===== src/rtl/ext_rd_arbiter.sv =====
// Round-robin arbiter sharing one external read port between the instruction,
// feature and weight fetchers; returned beats are routed back by an owner tag pipeline.
`timescale 1ns/1ps
module ext_rd_arbiter #(
    parameter int unsigned NUM_REQ    = 3,
    parameter int unsigned ADDR_WIDTH = 16,
    parameter int unsigned DATA_WIDTH = 128,
    parameter int unsigned RD_LATENCY = 2,
    parameter int unsigned MAX_BURST  = 16
) (
    input  logic                          clk,
    input  logic                          rst,
    input  logic [NUM_REQ-1:0]            req,
    input  logic [NUM_REQ*ADDR_WIDTH-1:0] req_addr,
    input  logic [NUM_REQ-1:0]            req_rd_en,
    output logic [NUM_REQ-1:0]            gnt,
    output logic [NUM_REQ-1:0]            rsp_valid,
    output logic [DATA_WIDTH-1:0]         rsp_data,
    output logic [ADDR_WIDTH-1:0]         mem_addr,
    output logic                          mem_rd_en,
    input  logic [DATA_WIDTH-1:0]         mem_rdata,
    output logic                          busy
);

    localparam int unsigned OW  = (NUM_REQ > 1) ? $clog2(NUM_REQ) : 1;
    localparam int unsigned OW1 = OW + 1;
    localparam int unsigned CW  = $clog2(MAX_BURST + 1);

    typedef enum logic [1:0] {IDLE, GRANT, DRAIN} state_t;

    state_t        state;
    logic [OW-1:0] owner;
    logic [OW-1:0] rr_ptr;
    logic [OW-1:0] sel;
    logic [OW-1:0] owner_inc;
    logic [OW:0]   cand;
    logic          found;
    logic [CW-1:0] beat_cnt;
    logic [CW-1:0] cnt_nxt;
    logic          accept;
    logic          release_now;

    logic [RD_LATENCY:0] tag_vld;
    logic [OW-1:0]       tag_own [RD_LATENCY+1];

    // First requesting index at or above rr_ptr, wrapping modulo NUM_REQ.
    always_comb begin
        sel   = rr_ptr;
        found = 1'b0;
        cand  = '0;
        for (int unsigned i = 0; i < NUM_REQ; i++) begin
            cand = {1'b0, rr_ptr} + OW1'(i);
            if (cand >= OW1'(NUM_REQ)) begin
                cand = cand - OW1'(NUM_REQ);
            end
            if (!found && req[cand[OW-1:0]]) begin
                sel   = cand[OW-1:0];
                found = 1'b1;
            end
        end
    end

    assign owner_inc   = (owner == OW'(NUM_REQ - 1)) ? '0 : owner + 1'b1;
    assign accept      = (state == GRANT) && gnt[owner] && req_rd_en[owner]
                         && (beat_cnt < CW'(MAX_BURST));
    assign cnt_nxt     = beat_cnt + CW'(accept);
    assign release_now = !req[owner] || (cnt_nxt >= CW'(MAX_BURST));

    always_ff @(posedge clk or negedge rst) begin
        if (!rst) begin
            state     <= IDLE;
            gnt       <= '0;
            owner     <= '0;
            rr_ptr    <= '0;
            beat_cnt  <= '0;
            mem_rd_en <= 1'b0;
            mem_addr  <= '0;
        end else begin
            mem_rd_en <= accept;
            if (accept) begin
                mem_addr <= req_addr[owner*ADDR_WIDTH +: ADDR_WIDTH];
            end
            case (state)
                IDLE: begin
                    if (found) begin
                        owner    <= sel;
                        gnt      <= NUM_REQ'(1) << sel;
                        beat_cnt <= '0;
                        state    <= GRANT;
                    end
                end
                GRANT: begin
                    beat_cnt <= cnt_nxt;
                    if (release_now) begin
                        gnt    <= '0;
                        rr_ptr <= owner_inc;
                        state  <= DRAIN;
                    end
                end
                DRAIN:   state <= IDLE;
                default: state <= IDLE;
            endcase
        end
    end

    // Stage 0 is aligned with mem_rd_en; stage RD_LATENCY with valid mem_rdata.
    always_ff @(posedge clk or negedge rst) begin
        if (!rst) begin
            tag_vld <= '0;
            for (int unsigned k = 0; k <= RD_LATENCY; k++) begin
                tag_own[k] <= '0;
            end
        end else begin
            tag_vld    <= {tag_vld[RD_LATENCY-1:0], accept};
            tag_own[0] <= owner;
            for (int unsigned k = 1; k <= RD_LATENCY; k++) begin
                tag_own[k] <= tag_own[k-1];
            end
        end
    end

    always_comb begin
        rsp_valid = '0;
        if (tag_vld[RD_LATENCY]) begin
            rsp_valid[tag_own[RD_LATENCY]] = 1'b1;
        end
    end

    assign rsp_data = mem_rdata;
    assign busy     = (state != IDLE);

endmodule

===== config.mk =====
export PLATFORM = sky130hd
export DESIGN_NAME = ext_rd_arbiter
export DESIGN_NICKNAME = d
export VERILOG_FILES = /design/src/rtl/ext_rd_arbiter.sv
export SDC_FILE = /design/constraint.sdc
export NUM_CORES = 1
export LEC_CHECK = 0
export CAP_MARGIN = 15
export CORE_AREA = 2 2 132 134
export CTS_CLUSTER_DIAMETER = 120
export CTS_CLUSTER_SIZE = 16
export DETAILED_ROUTE_END_ITERATION = 7
export DIE_AREA = 0 0 134 136
export PLACE_DENSITY_LB_ADDON = 0.25
export RECOVER_POWER = 100
export SLEW_MARGIN = 25
export SYNTH_ARGS = -nofsm -noshare
export SYNTH_HDL_FRONTEND = slang
export SYNTH_SLANG_ARGS = --single-unit
export TNS_END_PERCENT = 1

===== constraint.sdc =====
create_clock -name clk -period 3 [get_ports clk]
set_input_delay 0.3 -clock clk [delete_from_list [all_inputs] [get_ports clk]]
set_output_delay 0.3 -clock clk [all_outputs]
set_load 0.01 [all_outputs]

Yosys cells after proc, flatten, opt, wreduce, memory -nomap -nowiden
Index checks and enable logic that the tools add are counted.

Register bits after elaboration: 40. Logic and storage cells: 86.

$add $sub $neg: 7. $lt $le $gt $ge: 11. Eq/ne operators: 4. Shift operators: 2. Muxes and demuxes: 33. Reduce and logical (&&, ||, !) cells: 18.

Operator list (number): 48-bit by 7-bit variable part select with 16-bit output (1); 2-bit 2-to-1 mux (9); 2-bit by 3-bit < comparator with 1-bit output (second input constant) (5); 1-bit binary-select mux with 2-bit select (6); 1-bit 2-to-1 mux (10); 5-bit case mux with 2 select lines (1); 3-bit 2-to-1 mux (3); 2-bit AND reduction (4); 3-bit by 2-bit greater-or-equal comparator with 1-bit output (second input constant) (2); 1-bit logical AND (6); 3-bit case mux with 2 select lines (1); 2-bit subtractor (second input constant) (3); 5-bit by 1-bit adder with 5-bit output (1); 5-bit greater-or-equal comparator (second input constant) (1); 5-bit < comparator (second input constant) (1); 5-bit 2-to-1 mux (1); 2-bit != test (second input constant) (2); 2-bit case mux with 2 select lines (1); 2-bit nonzero test (2); 2-bit by 1-bit adder with 3-bit output (second input constant) (1); 2-bit by 2-bit adder with 3-bit output (second input constant) (1); 1-bit zero test (3); 3-bit AND reduction (1); 1-bit by 2-bit left shift with 3-bit output (first input constant) (1); 8 further kinds (8).

Logic depth before layout (Yosys ltp)
Word-level depth: 14. Mapped depth: 13. Depth with buffers taken out: 11.

Worst setup path after synthesis
OpenSTA, ideal clock, no wires.

Kind: register -> register. Start: register owner[0]. End: register gnt[2]. Data arrival time: 2.517 ns. Required time: 2.882 ns. Path slack: 0.365 ns. Stages on the path, launching flop included: 14. Buffers on the path: 2. Period minus slack after synthesis: 2.635 ns. Cell sequence: dfrtp_1 > buf_2 > nand3_1 > o21ai_0 > o211ai_1 > clkbuf_1 > inv_1 > ha_1 > ha_1 > nand3_1 > xor2_1 > a21oi_1 > nor2_1 > a2bb2o_4.

Longest elaborated chain between the ends: 10. Elaborated cells between the ends (all ways): 15. Those cells by class: add/sub (1); order compare (1); eq/ne (1); mux (6); reduce/logical (6).

RTL lines: start, declared (RTL line 32) `logic [OW-1:0] owner;`; start signal, assigned (RTL line 86) `owner <= sel;`; 1-bit binary-select mux with 2-bit select (RTL line 64) `assign accept = (state == GRANT) && gnt[owner] && req_rd_en[owner]`; 1-bit 2-to-1 mux (implied by the code) (RTL line 64); 1-bit logical AND (RTL line 64); 1-bit logical AND * (RTL line 64); 1-bit logical AND * (RTL line 65) `&& (beat_cnt < CW'(MAX_BURST));`; named net accept (RTL line 40) `logic accept;`; 5-bit by 1-bit adder with 5-bit output * (RTL line 66) `assign cnt_nxt = beat_cnt + CW'(accept);`; 5-bit greater-or-equal comparator * (RTL line 67) `assign release_now = !req[owner] || (cnt_nxt >= CW'(MAX_BURST));`; 1-bit logical OR * (RTL line 67); 2-bit != test (no line) *; 3-bit AND reduction (no line) *; end signal, assigned (RTL line 87) `gnt <= NUM_REQ'(1) << sel;`; end, declared (RTL line 16) `output logic [NUM_REQ-1:0] gnt,`.

The timed path passes the listed nets; every way through them passes the cells marked *. The select of a mux whose other input is x is not followed. A chain may end at the register's enable or synchronous reset.

Final worst setup path
Start: register rr_ptr[0]. End: register gnt[2].

Longest elaborated chain between the ends: 14. Elaborated cells between the ends (all ways): 32. Those cells by class: add/sub (5); order compare (3); eq/ne (1); shift (1); mux (17); reduce/logical (5).

RTL lines: start, declared (RTL line 33) `logic [OW-1:0] rr_ptr;`; start signal, assigned (RTL line 96) `rr_ptr <= owner_inc;`; branches (longest 14 deep; another with 2-bit by 1-bit adder with 3-bit output).

Parallel ways; which one is timed is not known. The select of a mux whose other input is x is not followed.

==> metrics <==
status=finished, violations left; failing checks=max-capacitance violations, max-slew violations; #FFs+latches synth=39; Bufs on Longest Clock Path=2; worst rel slew slack=-54.1%; Min Clock Period, post-route=2.43 ns; DR iter-0 viols=between 100 and 150; Final setup viols=0; Lkg Pwr=between 1 and 1.5 nW; power density over the cells=866 mW/mm2; CTS root buf=clkbuf_16; WHS=between 0.3 and 0.4 ns; fin crit share=81.0%; Buffers on Ports=about 80; RSZ-0062 raised after global routing=no; Syn Nets=552; Synth warnings=0; worst reg2reg path depth=7; Cell Area, Placed=around 0.0032 mm2; DRT Pass-1 Iters=5; Synth Flop Type=dfrtp_1; Max-cap violations=1; CTS Hold Buffers Added=0; CTS tree=done; DRT antenna net count=0; setup_tns=0 ns; post-synth top area share=31.0%; critical path data required time=between 3 and 4 ns; setup slack, reg-to-reg=roughly 0.57 ns; number of synthesized flops with an enable pin=0; hpwl dp=~5.4 mm; GRT Util Overall=8.46%; Synth Instances=between 300 and 400; Max Clock Skew=approximately 0.0038 ns; Slew Limit Fails=40; ys async rst share=100%; first-pass GRT wire length=11.9 mm; Critical path origin=rr_ptr[0]$_DFFE_PN0P_; antenna diode count=0; largest net degree at the start of global routing=40; reg2reg end=gnt[2]$_DFFE_PN0P_; largest area contributor in the netlist=buf_4; layout cell share with drive strength beyond 1=5.77%; H-tree levels=2; most common cell in the netlist=buf_4; final hold vios=0; Setup CP Type=reg2reg; startpoint types=flop; Nets=499; Area Overhead vs Synth=6.36%; DR WL/cell=~14 um; Power Total=2.90 mW; CTS resizes=0; Via Count=2117; Worst-Skew Late Latency=0.29 ns; WL final=between 7 and 8 mm; CTS Buf Count=5; drt drc=0; global route total overflow=0; critical path capture point type=flop; Fmax achieved=0.412 GHz; synthesized cell area=0.00315 mm2; Placement Rows=between 40 and 50; CP Max Fanout=12; class of the worst hold path=reg2reg; die span in y=between 100 and 150 um; largest cells by area after synthesis=buf_4, dfrtp_1, mux2i_1, o21ai_0, nor2_1; Synth Area per Inst=8.65 um2; vias in the first global route=between 2000 and 2500; Reg clk slew, reported paths=0.06 ns; Starting Density=between 10% and 20%; Synth cell types=45; Final Instance Area=0.00335 mm2; initial antenna violation count=0; Max VDD drop=0.306 mV; most common library cells after synthesis=buf_4, dfrtp_1, nor2_1; post-CTS setup buffer count=0; Worst Path Arrival=roughly 2.6 ns; sequential-to-total area share from yosys stat=31.0%; CP endpoint=gnt[2]$_DFFE_PN0P_; Worst Tran Pin Value=2.31 ns; vias per inst=roughly 3.9; Die Wd=about 130 um; Die Area=0.0182 mm2; FF-to-FF Start=rr_ptr[0]$_DFFE_PN0P_; Final GP Congestion=0.705; Clock Sinks=39; I/O pins=between 300 and 400; core area=0.0169 mm2
[state kept, by name (all words and copies together) (netlist names)]
signal / cells
mem_addr: 16
beat_cnt: 5
owner: 2
state: 2
tag_vld: 3
rr_ptr: 2
tag_own: 6
gnt: 3
[cell usage in the layout (no fill, tap or decap), types with 2 or more instances in the layout]
cell              n
ha_1              4
dlygate4sd3_1    24
nor3b_1           2
nor3_1            3
o31ai_1           2
inv_1             5
nand2_1          27
a21oi_1          20
clkbuf_16         5
nor2b_1           6
dfrtp_1          39
a22o_1            4
o21ai_0          24
nor2_1           28
mux2i_1          18
nand3_1           6
o211ai_1          2
nand2b_1          4
buf_4             3
o2bb2ai_1         4
clkbuf_1          3
clkdlybuf4s50_1  54
[through the flow]
step,instances,setup WS (ns),util [%]
after CTS,537,0.694,20.0
after global routing,537,0.378,19.8
after floorplan,364,0.365,-
after detailed placement,529,0.451,19.0
final,537,0.571,19.8
after global placement,529,0.551,19.0
[layer usage]
layer  GRT usage [%]  vias up  wire, um
li1                -      975         -
met1            9.35      993      3000
met2            13.3      103      3450
met3            3.99       46       727
met4            4.91        0       296
met5               0        -         0
[cell families after synthesis]
logic type,share of synthesized area (%)
buffers and inverters,34.1
AND/OR/NAND/NOR,11.9
AO/OA/AOI/OAI,14.7
flip-flops,31.0
multiplexers,6.08
adder cells (fa/ha/maj),1.95
XOR/XNOR,0.278
[final cells by class]
class,instances,area (um2)
multi-input cells,175,1080
well taps,225,282
flip-flops and latches,39,976
repair buffers,84,815
inverters,6,22.5
clock buffers,6,139
fillers,1821,13500
clock inverters,2,35.0
[worst min path at each step]
stage	cells past startpoint	to	from	slack, ns
after floorplan	0	beat_cnt[0]$_DFFE_PN0P_	rst	0.004
after global placement	0	tag_vld[2]$_DFF_PN0_	tag_vld[1]$_DFF_PN0_	0.33
after detailed placement	0	tag_own[2]$_DFF_PN0_	tag_own[4]$_DFF_PN0_	0.34
after CTS	1	mem_addr[2]$_DFFE_PN0N_	rst	0.22
after global routing	0	tag_own[1]$_DFF_PN0_	tag_own[3]$_DFF_PN0_	0.37
final	0	tag_vld[2]$_DFF_PN0_	tag_vld[1]$_DFF_PN0_	0.35
[power by group]
part | total, mW | leakage (nW) | internal, mW | switching, mW
clock network | 0.648 | 0.0868 | 0.414 | 0.234
logic | 1.40 | 0.855 | 0.642 | 0.759
registers | 0.852 | 0.503 | 0.722 | 0.130
total | 2.90 | 1.45 | 1.78 | 1.12
[worst max-delay path, stage by stage (launching register included)]
cell	delay, ns
dfrtp_1	0.38
inv_1	0.07
ha_1	0.44
or4_1	0.58
o311ai_0	0.21
nor2_4	0.09
o211ai_1	0.22
a2bb2o_1	0.32
Power figures use the tool's default switching activity.
==> RTL edit: new RTL, same settings <==
Change the parameter `NUM_REQ` from 3 to 2.
--- a/src/rtl/ext_rd_arbiter.sv
+++ b/src/rtl/ext_rd_arbiter.sv
@@ -2,7 +2,7 @@
 // feature and weight fetchers; returned beats are routed back by an owner tag pipeline.
 `timescale 1ns/1ps
 module ext_rd_arbiter #(
-    parameter int unsigned NUM_REQ    = 3,
+    parameter int unsigned NUM_REQ    = 2,
     parameter int unsigned ADDR_WIDTH = 16,
     parameter int unsigned DATA_WIDTH = 128,
     parameter int unsigned RD_LATENCY = 2,
Interface: changed (5 resized); port bits go from 336 to 316. The function was not compared with the original's and may differ.
==> RTL edit against the original RTL <==
- the flow still finishes with violations (capacitance limit, slew limit)
- clock power is 5.2% lower
- synthesized area fell by 20%
- wire length is 33% lower
- total power fell by 24%
- setup slack better by 0.20 ns
- sequential cell count fell by 6
- sequential power shrank 14%
- first-iteration DRC count is 88% lower
- non-clock buffer count fell by 23
- cell area down 25%
==> RTL edit: results (changes against the original RTL) <==
CP max FO -> 8 (was 12)
Largest net degree at the start of global routing -> 34 (was 40)
Clk cell area share -> 6.813% (was 5.192%)
First-pass GRT wire length -> 7714 µm (was 11,940 µm)
Critical path arrival -> 2.40 ns (was 2.60 ns)
Data buffer area share -> 23.72% (was 24.32%)
Clock skew -> 0.004133 ns (was 0.003829 ns)
#MultiIn Comb -> 92 (was 175)
Final Core Density -> 14.91% (was 19.85%)
Buffers on Ports -> 59 (was 79)
Reg power frac -> 33.0% (was 29.4%)
Peak supply drop -> 0.2757 mV (was 0.3062 mV)
Max-cap violation count -> 1 (unchanged)
Max stage delay on crit path -> 0.45 ns (was 0.58 ns)
Placed Area -> 2374 µm² (was 3203 µm²)
Logic gate share of total power -> 39.3% (was 48.3%)
Worst Hold Slack -> 0.3471 ns (was 0.3486 ns)
Final total power -> 0.002217 W (was 0.002900 W)
Placed Cells incl. Taps -> 413 (was 529)
FF+latch area -> 825.8 µm² (was 975.9 µm²)
# fillers -> 1,898 (was 1,821)
Initial DRC count -> 12 (was 104)
RR Endpoint -> rr_ptr$_DFFE_PN0P_ (was gnt[2]$_DFFE_PN0P_)
Violated checks -> capacitance limit, slew limit (unchanged)
Clock tree sinks -> 33 (was 39)
Placer Congestion -> 0.6862 (was 0.7051)
Worst r2r src -> state[1]$_DFFE_PN0P_ (was rr_ptr[0]$_DFFE_PN0P_)
Pins Over Slew Limit -> 34 (was 40)
Switch share -> 34.30% (was 38.70%)
Post-synthesis cell type count -> 28 (was 45)
Multi-input gate area -> 633.1 µm² (was 1081 µm²)
R2R Setup Slk -> 0.77 ns (was 0.57 ns)
Worst-case reg-to-reg path depth -> 8 (was 7)
Layout cell share with drive strength beyond 1 -> 12.76% (was 5.769%)
Outcome -> finished with violations (unchanged)
Final wirelength -> 4999 µm (was 7472 µm)
GRT Resource Usage Total -> 5.705% (was 8.458%)
1st-pass router iterations -> 4 (was 5)
==> RTL edit: changes by cell type after synthesis, sizes merged, moves of 4 or more <==
cell,before,now
nand2,27,2
o21ai,24,2
nor2,29,22
dfrtp,39,33
buf,139,134
clkbuf,5,0
nor2b,6,1
o2bb2ai,4,0
==> RTL edit: worst max path at each step <==
| stage | cells past startpoint | to | slack (ns) |
|---|---|---|---|
| after floorplan | 10 | rr_ptr$_DFFE_PN0P_ | 0.76 |
| after global placement | 9 | rr_ptr$_DFFE_PN0P_ | 0.66 |
| after detailed placement | 9 | gnt[1]$_DFFE_PN0P_ | 0.66 |
| after CTS | 8 | rr_ptr$_DFFE_PN0P_ | 0.92 |
| after global routing | 8 | gnt[0]$_DFFE_PN0P_ | 0.48 |
| final | 8 | rr_ptr$_DFFE_PN0P_ | 0.77 |
==> RTL edit: routing by layer <==
metal  wire [µm]  GRT usage (%)
met5           0              0
met1        1941          5.848
met3         524          3.057
met2        2190          8.376
met4         342          5.201
